## src/rtl/coherence_bus_ctrl_if.sv

```systemverilog
// Signal bundle between the per-core caches, the coherence bus controller and the single RAM port.
// Per-core signals are packed [core] vectors; the controller takes the slave view.
interface coherence_bus_ctrl_if;
    logic [1:0]       iREN;
    logic [1:0][31:0] iaddr;
    logic [1:0][31:0] iload;
    logic [1:0]       iwait;
    logic [1:0]       dREN;
    logic [1:0]       dWEN;
    logic [1:0][31:0] daddr;
    logic [1:0][31:0] dstore;
    logic [1:0][31:0] dload;
    logic [1:0]       dwait;
    logic [1:0]       cctrans;
    logic [1:0]       ccwrite;
    logic [1:0]       ccwait;
    logic [1:0]       ccinv;
    logic [1:0][31:0] ccsnoopaddr;
    logic             ramREN;
    logic             ramWEN;
    logic [31:0]      ramaddr;
    logic [31:0]      ramstore;
    logic [31:0]      ramload;
    logic [1:0]       ramstate;

    modport slave (
        input  iREN, iaddr, dREN, dWEN, daddr, dstore, cctrans, ccwrite, ramload, ramstate,
        output iload, iwait, dload, dwait, ccwait, ccinv, ccsnoopaddr,
               ramREN, ramWEN, ramaddr, ramstore
    );

    modport master (
        output iREN, iaddr, dREN, dWEN, daddr, dstore, cctrans, ccwrite, ramload, ramstate,
        input  iload, iwait, dload, dwait, ccwait, ccinv, ccsnoopaddr,
               ramREN, ramWEN, ramaddr, ramstore
    );
endinterface

```

## src/rtl/coherence_bus_ctrl.sv

```systemverilog
// Dual-core shared-memory bus controller: arbitrates icache/dcache traffic onto one RAM port.
// Define COHERENCE_SNOOP_EN to snoop dcache reads in the peer dcache with cache-to-cache transfer.
module coherence_bus_ctrl #(
    parameter int CPUS          = 2,
    parameter int RAM_ERR_RETRY = 1
) (
    input  logic                CLK,
    input  logic                nRST,
    coherence_bus_ctrl_if.slave bus
);

    localparam logic [1:0]  RAM_ACCESS = 2'd2;
    localparam logic [1:0]  RAM_ERROR  = 2'd3;
    localparam logic [31:0] ERR_WORD   = 32'hBAD1BAD1;
    // After reset the highest core counts as last granted, so core 0 wins the first tie.
    localparam logic        LAST_CORE  = 1'(CPUS - 1);

    typedef enum logic [2:0] {
        ST_IDLE   = 3'd0,
        ST_ARB    = 3'd1,
`ifdef COHERENCE_SNOOP_EN
        ST_SNOOP  = 3'd2,
        ST_C2C    = 3'd3,
`endif
        ST_MEMRD  = 3'd4,
        ST_MEMWR  = 3'd5,
        ST_IFETCH = 3'd6
    } state_e;

    state_e state_r;
    state_e state_nxt_s;
    logic   gnt_r;
    logic   gnt_nxt_s;
    logic   peer_s;
    logic   any_req_s;
    logic   err_done_s;
    logic   done_s;
    logic   req_held_s;
    logic   complete_s;
    logic   unused_s;

    // Round-robin pick between the two cores of one request class.
    function automatic logic rr_pick(input logic [1:0] req, input logic last);
        logic pick;
        if (req == 2'b11) begin
            pick = ~last;
        end else if (req[0]) begin
            pick = 1'b0;
        end else begin
            pick = 1'b1;
        end
        return pick;
    endfunction

    assign peer_s     = ~gnt_r;
    assign any_req_s  = |{bus.iREN, bus.dREN, bus.dWEN};
    assign err_done_s = (RAM_ERR_RETRY == 0) && (bus.ramstate == RAM_ERROR);
    assign done_s     = (bus.ramstate == RAM_ACCESS) || err_done_s;
    assign complete_s = req_held_s && done_s;
    assign unused_s   = ^{bus.cctrans, bus.ccwrite};

    // Whether the granted requester still holds the request that owns the current state.
    always_comb begin
        req_held_s = 1'b0;
        case (state_r)
`ifdef COHERENCE_SNOOP_EN
            ST_SNOOP:  req_held_s = bus.dREN[gnt_r];
            ST_C2C:    req_held_s = bus.dREN[gnt_r];
`endif
            ST_MEMRD:  req_held_s = bus.dREN[gnt_r];
            ST_MEMWR:  req_held_s = bus.dWEN[gnt_r];
            ST_IFETCH: req_held_s = bus.iREN[gnt_r];
            default:   req_held_s = 1'b0;
        endcase
    end

    // State and grant register; gnt_r doubles as the last-granted core.
    always_ff @(posedge CLK or negedge nRST) begin
        if (!nRST) begin
            state_r <= ST_IDLE;
            gnt_r   <= LAST_CORE;
        end else begin
            state_r <= state_nxt_s;
            gnt_r   <= gnt_nxt_s;
        end
    end

    // Next-state and arbitration: writes before reads before fetches.
    always_comb begin
        state_nxt_s = state_r;
        gnt_nxt_s   = gnt_r;
        case (state_r)
            ST_IDLE: begin
                if (any_req_s) begin
                    state_nxt_s = ST_ARB;
                end else begin
                    state_nxt_s = ST_IDLE;
                end
            end
            ST_ARB: begin
                if (|bus.dWEN) begin
                    gnt_nxt_s   = rr_pick(bus.dWEN, gnt_r);
                    state_nxt_s = ST_MEMWR;
                end else if (|bus.dREN) begin
                    gnt_nxt_s   = rr_pick(bus.dREN, gnt_r);
`ifdef COHERENCE_SNOOP_EN
                    state_nxt_s = ST_SNOOP;
`else
                    state_nxt_s = ST_MEMRD;
`endif
                end else if (|bus.iREN) begin
                    gnt_nxt_s   = rr_pick(bus.iREN, gnt_r);
                    state_nxt_s = ST_IFETCH;
                end else begin
                    state_nxt_s = ST_IDLE;
                end
            end
`ifdef COHERENCE_SNOOP_EN
            ST_SNOOP: begin
                if (!req_held_s) begin
                    state_nxt_s = ST_IDLE;
                end else if (bus.ccwrite[peer_s]) begin
                    state_nxt_s = ST_C2C;
                end else begin
                    state_nxt_s = ST_MEMRD;
                end
            end
            ST_C2C: begin
                if (!req_held_s || done_s) begin
                    state_nxt_s = ST_IDLE;
                end else begin
                    state_nxt_s = state_r;
                end
            end
`endif
            ST_MEMRD, ST_MEMWR, ST_IFETCH: begin
                if (!req_held_s || done_s) begin
                    state_nxt_s = ST_IDLE;
                end else begin
                    state_nxt_s = state_r;
                end
            end
            default: begin
                state_nxt_s = ST_IDLE;
            end
        endcase
    end

    // Output decode from state and grant; read data passes straight through during the access.
    always_comb begin
        bus.iload       = '0;
        bus.iwait       = 2'b11;
        bus.dload       = '0;
        bus.dwait       = 2'b11;
        bus.ccwait      = 2'b00;
        bus.ccinv       = 2'b00;
        bus.ccsnoopaddr = '0;
        bus.ramREN      = 1'b0;
        bus.ramWEN      = 1'b0;
        bus.ramaddr     = 32'h0000_0000;
        bus.ramstore    = 32'h0000_0000;
        case (state_r)
`ifdef COHERENCE_SNOOP_EN
            ST_SNOOP: begin
                bus.ccwait[peer_s]      = 1'b1;
                bus.ccsnoopaddr[peer_s] = bus.daddr[gnt_r];
                bus.ccinv[peer_s]       = bus.ccwrite[gnt_r];
            end
            ST_C2C: begin
                bus.ccwait[peer_s]      = 1'b1;
                bus.ccsnoopaddr[peer_s] = bus.daddr[gnt_r];
                bus.ccinv[peer_s]       = bus.ccwrite[gnt_r];
                // Peer data goes to the requester and is written back to RAM in the same access.
                bus.ramWEN              = 1'b1;
                bus.ramaddr             = bus.daddr[gnt_r];
                bus.ramstore            = bus.dstore[peer_s];
                bus.dload[gnt_r]        = err_done_s ? ERR_WORD : bus.dstore[peer_s];
                bus.dwait[gnt_r]        = ~complete_s;
            end
`endif
            ST_MEMRD: begin
                bus.ramREN       = 1'b1;
                bus.ramaddr      = bus.daddr[gnt_r];
                bus.dload[gnt_r] = err_done_s ? ERR_WORD : bus.ramload;
                bus.dwait[gnt_r] = ~complete_s;
            end
            ST_MEMWR: begin
                bus.ramWEN       = 1'b1;
                bus.ramaddr      = bus.daddr[gnt_r];
                bus.ramstore     = bus.dstore[gnt_r];
                bus.dwait[gnt_r] = ~complete_s;
            end
            ST_IFETCH: begin
                bus.ramREN       = 1'b1;
                bus.ramaddr      = bus.iaddr[gnt_r];
                bus.iload[gnt_r] = err_done_s ? ERR_WORD : bus.ramload;
                bus.iwait[gnt_r] = ~complete_s;
            end
            default: begin
            end
        endcase
    end

endmodule

```

## src/flat_wrapper.sv

```systemverilog
// flat-port wrapper written by rule: the top's interface ports become plain ports
module coherence_bus_ctrl_flat 
#(
    parameter int CPUS          = 2,
    parameter int RAM_ERR_RETRY = 1
)
  (CLK, nRST, bus_iREN, bus_iaddr, bus_dREN, bus_dWEN, bus_daddr, bus_dstore, bus_cctrans, bus_ccwrite, bus_ramload, bus_ramstate, bus_iload, bus_iwait, bus_dload, bus_dwait, bus_ccwait, bus_ccinv, bus_ccsnoopaddr, bus_ramREN, bus_ramWEN, bus_ramaddr, bus_ramstore);
  coherence_bus_ctrl_if bus_i ();
  input  logic CLK;
  input  logic nRST;
  input wire logic [$bits(bus_i.iREN)-1:0] bus_iREN;
  input wire logic [$bits(bus_i.iaddr)-1:0] bus_iaddr;
  input wire logic [$bits(bus_i.dREN)-1:0] bus_dREN;
  input wire logic [$bits(bus_i.dWEN)-1:0] bus_dWEN;
  input wire logic [$bits(bus_i.daddr)-1:0] bus_daddr;
  input wire logic [$bits(bus_i.dstore)-1:0] bus_dstore;
  input wire logic [$bits(bus_i.cctrans)-1:0] bus_cctrans;
  input wire logic [$bits(bus_i.ccwrite)-1:0] bus_ccwrite;
  input wire logic [$bits(bus_i.ramload)-1:0] bus_ramload;
  input wire logic [$bits(bus_i.ramstate)-1:0] bus_ramstate;
  output wire logic [$bits(bus_i.iload)-1:0] bus_iload;
  output wire logic [$bits(bus_i.iwait)-1:0] bus_iwait;
  output wire logic [$bits(bus_i.dload)-1:0] bus_dload;
  output wire logic [$bits(bus_i.dwait)-1:0] bus_dwait;
  output wire logic [$bits(bus_i.ccwait)-1:0] bus_ccwait;
  output wire logic [$bits(bus_i.ccinv)-1:0] bus_ccinv;
  output wire logic [$bits(bus_i.ccsnoopaddr)-1:0] bus_ccsnoopaddr;
  output wire logic [$bits(bus_i.ramREN)-1:0] bus_ramREN;
  output wire logic [$bits(bus_i.ramWEN)-1:0] bus_ramWEN;
  output wire logic [$bits(bus_i.ramaddr)-1:0] bus_ramaddr;
  output wire logic [$bits(bus_i.ramstore)-1:0] bus_ramstore;
  assign bus_i.iREN = bus_iREN;
  assign bus_i.iaddr = bus_iaddr;
  assign bus_i.dREN = bus_dREN;
  assign bus_i.dWEN = bus_dWEN;
  assign bus_i.daddr = bus_daddr;
  assign bus_i.dstore = bus_dstore;
  assign bus_i.cctrans = bus_cctrans;
  assign bus_i.ccwrite = bus_ccwrite;
  assign bus_i.ramload = bus_ramload;
  assign bus_i.ramstate = bus_ramstate;
  assign bus_iload = bus_i.iload;
  assign bus_iwait = bus_i.iwait;
  assign bus_dload = bus_i.dload;
  assign bus_dwait = bus_i.dwait;
  assign bus_ccwait = bus_i.ccwait;
  assign bus_ccinv = bus_i.ccinv;
  assign bus_ccsnoopaddr = bus_i.ccsnoopaddr;
  assign bus_ramREN = bus_i.ramREN;
  assign bus_ramWEN = bus_i.ramWEN;
  assign bus_ramaddr = bus_i.ramaddr;
  assign bus_ramstore = bus_i.ramstore;
  coherence_bus_ctrl #(.CPUS(CPUS), .RAM_ERR_RETRY(RAM_ERR_RETRY)) u_core (.CLK(CLK), .nRST(nRST), .bus(bus_i));
endmodule
```

## config.mk

```make
export PLATFORM = sky130hd
export DESIGN_NAME = coherence_bus_ctrl_flat
export DESIGN_NICKNAME = d
export VERILOG_FILES = /design/src/rtl/coherence_bus_ctrl_if.sv /design/src/rtl/coherence_bus_ctrl.sv /design/src/flat_wrapper.sv
export SDC_FILE = /design/constraint.sdc
export NUM_CORES = 1
export LEC_CHECK = 0
export ABC_AREA = 1
export BUFFER_PORTS_ARGS = -buffer_cell sky130_fd_sc_hd__buf_2
export CAP_MARGIN = 20
export CELL_PAD_IN_SITES_DETAIL_PLACEMENT = 0
export CELL_PAD_IN_SITES_GLOBAL_PLACEMENT = 1
export CORE_AREA = 2 2 196 198
export DETAILED_ROUTE_END_ITERATION = 7
export DIE_AREA = 0 0 198 200
export PLACE_DENSITY = 0.5
export SYNTH_ARGS = -nofsm -noshare
export SYNTH_HDL_FRONTEND = slang
export SYNTH_SLANG_ARGS = --single-unit
```

## constraint.sdc

```tcl
create_clock -name CLK -period 3.3 [get_ports CLK]
set_clock_uncertainty 0.2 [all_clocks]
set_input_delay 0.66 -clock CLK [delete_from_list [all_inputs] [get_ports CLK]]
set_output_delay 0.66 -clock CLK [all_outputs]
set_load 0.02 [all_outputs]
```

After elaboration in Yosys (flattened, before gate mapping)
Index checks and enable logic that the tools add are counted.
Word-level totals
  memories kept: 0
  word-level logic and storage cells: 72
  memory bits (read-only): 0
  bits in registers: 4
  bits in latches: 0
  memory bits (writable): 0
Operators by class
  divide/modulo/power cells: 0
  bitwise logic cells: 5
  magnitude comparators: 2
  eq/ne operators: 9
  shift-type cells: 0
  multiply operators: 0
  add/sub/neg operators: 0
  reduce and logical (&&, ||, !) cells: 14
  multiplexer cells: 40
Operators with widths (count)
  $mux W32: 8
  $mux W64: 2
  $and A64 B64 Y64: 1
  $pmux W32 S2: 1
  $demux W32 S1: 1
  $mux W1: 19
  $mux W3: 4
  $reduce_or A2 Y1: 5
  $eq A3 B3 Y1 const B: 3
  $pmux W3 S3: 1
  $eq A2 B2 Y1 const B: 4
  $reduce_or A6 Y1: 1
  $mux W2: 2
  $eq A3 B1 Y1 const B: 1
  $logic_not A3 Y1: 1
  $pmux W1 S3: 1
  $reduce_bool A3 Y1: 1
  $reduce_or A3 Y1: 1
  $logic_and A1 B1 Y1: 2
  $lt A1 B2 Y1 const B: 1
  $ne A2 B1 Y1 const B: 1
  $not A1 Y1: 2
  $not A2 Y2: 1
  $or A2 B2 Y2: 1
  5 further kinds: 5

Longest topological paths before layout
  word-level depth: 7
  mapped depth: 9
  mapped depth without buffers: 7

Worst setup path after synthesis
OpenSTA, ideal clock, no wires.
  kind: register to output
  from: register u_core.gnt_r
  to: output port bus_dload[56]
  data required time: 2440 ps
  path buffers: 4
  data arrival time: 1603 ps
  stages on the path, launching flop included: 7
  path slack: 837 ps
  cell sequence: dfstp_2 > buf_4 > inv_1 > buf_6 > buf_6 > buf_2 > nor3_1
On the way
  word-level cells in the longest chain between the ends: 6
Ends and longest elaborated chain
  from (decl): RTL line coherence_bus_ctrl.sv:32  | logic gnt_r;
  from (signal assigned): RTL line coherence_bus_ctrl.sv:84  | gnt_r <= gnt_nxt_s;
  $lt A1 B2 Y1 (not written as such) or $ge A1 B1 Y1 (tied branches): RTL line coherence_bus_ctrl.sv:184  | bus.dload[gnt_r] = err_done_s ? ERR_WORD : bus.ramload;
  $logic_and A1 B1 Y1 (not written as such): RTL line coherence_bus_ctrl.sv:184
  $mux W32: RTL line coherence_bus_ctrl.sv:184
  $demux W32 S1 *
  $and A64 B64 Y64 (no source line) *
  $mux W64 *: RTL line coherence_bus_ctrl.sv:162  | case (state_r)
  to (decl): RTL line flat_wrapper.sv:23  | output wire logic [$bits(bus_i.dload)-1:0] bus_dload;
Every way passes the cells marked *; elsewhere a longest branch is shown, timed or not.

Worst setup path after layout
  from: register u_core.gnt_r
  to: output port bus_ramaddr[24]
On the way
  word-level cells in the longest chain between the ends: 3
Ends and longest elaborated chain
  $mux W32, on equally long branches (2 in series): RTL line coherence_bus_ctrl.sv:195, coherence_bus_ctrl.sv:183, coherence_bus_ctrl.sv:189
  $pmux W32 S2 *: RTL line coherence_bus_ctrl.sv:162
  to (decl): RTL line flat_wrapper.sv:30  | output wire logic [$bits(bus_i.ramaddr)-1:0] bus_ramaddr;
Every way passes the cells marked *; elsewhere a longest branch is shown, timed or not. The select of a mux whose other input is x is not followed.

==> flow_metrics.py <==
metrics = {
    "run_status": {
        "status": "complete, no violations",
    },
    "job": {
        "drv_cap": 0,
    },
    "synthesis": {
        "avgSynthCellArea_sq_um": 5.421,
        "ys_seq_elements": 4,
        "synth_top_area_cell": "nand2_1",
        "synth.top_cell.area_share_pct": 28.68,
        "seq_area_frac_synth_pct": 2.765,
        "yosys_warnings": 0,
        "synthCells": 676,
        "yosysUniqueCellTypes": 23,
        "netlist_top_cells_area": "nand2_1 29%, buf_4 16%, nor3_2 13%, nor3_1 11%, a22o_1 7.6%",
        "synth_area_sq_um": 3665,
    },
    "clocking": {
        "cts_sinks": 4,
        "ctsHtreeMaxLevel": 1,
        "cts_root_buf": "clkbuf_16",
        "cts_hold_buffers": 0,
        "numCtsBuffers": 3,
        "cts_tree": "done",
        "post_cts_buffers": 0,
        "clk_pin_slew_worst_paths_ps": 30,
        "cts_buffer_depth": 2,
        "insertion_delay_ps": 220,
        "cts-resized-gates": 0,
    },
    "finish": {
        "num-fill-cells": 4448,
        "regArea_sq_um": 105.1,
        "nNetsFinal": 1303,
        "layout_commonest_cell": "buf_2",
        "layout_common_cells": "431 x buf_2, 279 x nand2_1, 79 x nor3_1",
        "syn2layout_area_growth_pct": 66.13,
        "n_antenna_cell": 0,
        "multi_input_area_sq_um": 2779,
        "fin_area_sq_um": 6088,
        "drive_gt1_share_pct": 47.46,
    },
    "placement": {
        "gp_congestion": 0.7513,
        "dpl_cell_area_sq_um": 6010,
        "place_hpwl_microns": 15800,
        "portBuffers": 431,
    },
    "worst_setup_path": {
        "reg2reg_from": "u_core.gnt_r",
        "path_class": "flop to output pin",
        "r2r_slack_ps": 1470,
        "worstSetupEndpointType": "output pin",
        "crit_start": "u_core.gnt_r",
        "reg2reg_to": "u_core.state_r[0]",
        "cp_data_required_time_ps": 2440,
        "crit_fanout": 51,
        "critPathArrivalTime_ps": 1920,
        "reg2reg_depth": 7,
        "cp-start-kind": "flop",
    },
    "timing": {
        "drv_slew": 0,
        "tightest_slew_ps": 948.3,
        "finalCritPeriodShare_pct": 84.28,
        "min_period_ps": 2781,
        "fin_tns_setup_ps": 0,
        "relSlewSlack_pct": 36.78,
        "rsz0062_at_grt": "false",
        "hold_violations": 0,
        "hold_ws_ps": 34.66,
        "fmax_ghz": 0.3596,
        "setup_viol": 0,
    },
    "min_path": {
        "hp-class": "input pin to asynchronous set/reset pin",
    },
    "routing": {
        "route.detailed.drc": 0,
        "drtPass1Iterations": 4,
        "drt_iter0_drc": 83,
        "viasPerCell": 3.478,
        "routed_wl_microns": 19450,
        "wl_met3_microns": 1362,
        "ant_nets": 0,
        "top_layer_used": "met4",
        "met1_length_microns": 7682,
        "via_count": 5478,
        "dr_wl_met2_microns": 10230,
        "drt-wirelength-per-cell_microns": 12.35,
    },
    "power_and_ir_drop": {
        "p_switching_mw": 2.386,
        "finalPower_mw": 3.595,
        "peakVddDrop_mv": 0.3522,
        "powerDensity_nw_per_um2": 590.4,
        "p_clk_share_pct": 5.4,
        "leakagePower_nw": 3.755,
        "comb_power_share_pct": 91.1,
        "seq_power_share_pct": 3.5,
        "p_int_mw": 1.209,
        "p_sw_share_pct": 66.38,
    },
    "floorplan": {
        "core_area_sq_um": 37400,
        "ios": 504,
        "die_w_microns": 198,
        "start_util_pct": 9.799,
        "die_y_microns": 200,
        "rows": 71,
        "dieArea_sq_um": 39600,
    },
    "global_routing": {
        "grt_antenna_before_repair": 0,
        "grt_pass1_wl_microns": 26140,
        "grt_pass1_vias": 4722,
        "grt_max_degree": 75,
        "grt-ovfl-total": 0,
        "grt.total_usage_pct": 8.418,
    },
}
==> kinds of logic after synthesis <==
group                  share of synthesized area (%)
other                                         0.1023
flip-flops                                     2.766
AND/OR/NAND/NOR                                56.06
AO/OA/AOI/OAI                                  12.73
buffers and inverters                          28.34
==> synthesized netlist by cell type <==
cell type,instances
a22o_1,32
nand3_2,1
nand3_1,7
nor2_1,8
o21ai_0,2
inv_1,42
buf_4,76
buf_2,32
dfrtp_1,3
nand4_1,4
nor2_4,1
a31oi_1,1
a21oi_1,34
nor3_2,49
clkbuf_1,10
nor3_1,79
conb_1,1
buf_6,9
buf_1,2
nand2_1,280
nand2_2,1
dfstp_2,1
inv_2,1
==> power groups by stage <==
stage | sequential (mW) | combinational [mW] | clock (mW)
2_1_floorplan | 0.0808 | 2.42 | 0
3_3_place_gp | 0.126 | 3.38 | 0
3_5_place_dp | 0.127 | 3.34 | 0
4_1_cts | 0.126 | 3.35 | 0.197
5_1_grt | 0.133 | 3.60 | 0.203
6_report | 0.126 | 3.27 | 0.195
==> metal layers <==
metal | global-route usage (%) | up-vias
met5 | 0 | -
met4 | 1.058 | 0
met3 | 1.394 | 10
met2 | 16.99 | 289
met1 | 9.363 | 2365
li1 | - | 2814
==> area by class of cell <==
class / instances / share of cell area [%]
tap: 511 / 10.50
inverter: 43 / 2.733
multi-input combinational: 567 / 45.64
timing repair buffer: 446 / 38.10
sequential: 4 / 1.726
clock buffer: 4 / 1.295
==> worst max-delay path: stages (launching register included) <==
cell and delay [ps]:
dfstp_4 510, inv_6 360, buf_12 320, nand2_1 100
nand2_1 70, a22o_1 120, buf_2 150
==> how the worst max path moves through the flow <==
stage | to | slack [ps] | depth (start not counted)
2_1_floorplan | bus_dload[56] | 840 | 6
3_3_place_gp | bus_ramaddr[24] | 680 | 6
3_5_place_dp | bus_ramaddr[24] | 720 | 6
4_1_cts | bus_ramaddr[24] | 480 | 6
5_1_grt | bus_iload[2] | 360 | 6
6_report | bus_ramaddr[24] | 520 | 6
==> metrics by stage <==
stage / utilization [%] / cells / worst slack, ps
after global placement: 16.07 / 1571 / 680.6
final: 16.28 / 1575 / 518.8
after global routing: 16.28 / 1575 / 362.1
after floorplan: - / 743 / 837.2
after CTS: 16.28 / 1575 / 478.7
after detailed placement: 16.07 / 1571 / 718.5
==> registers in the layout (all words and copies together), names as in the netlist <==
name	count
u_core.state_r	3
u_core.gnt_r	1
Power figures use the tool's default switching activity.
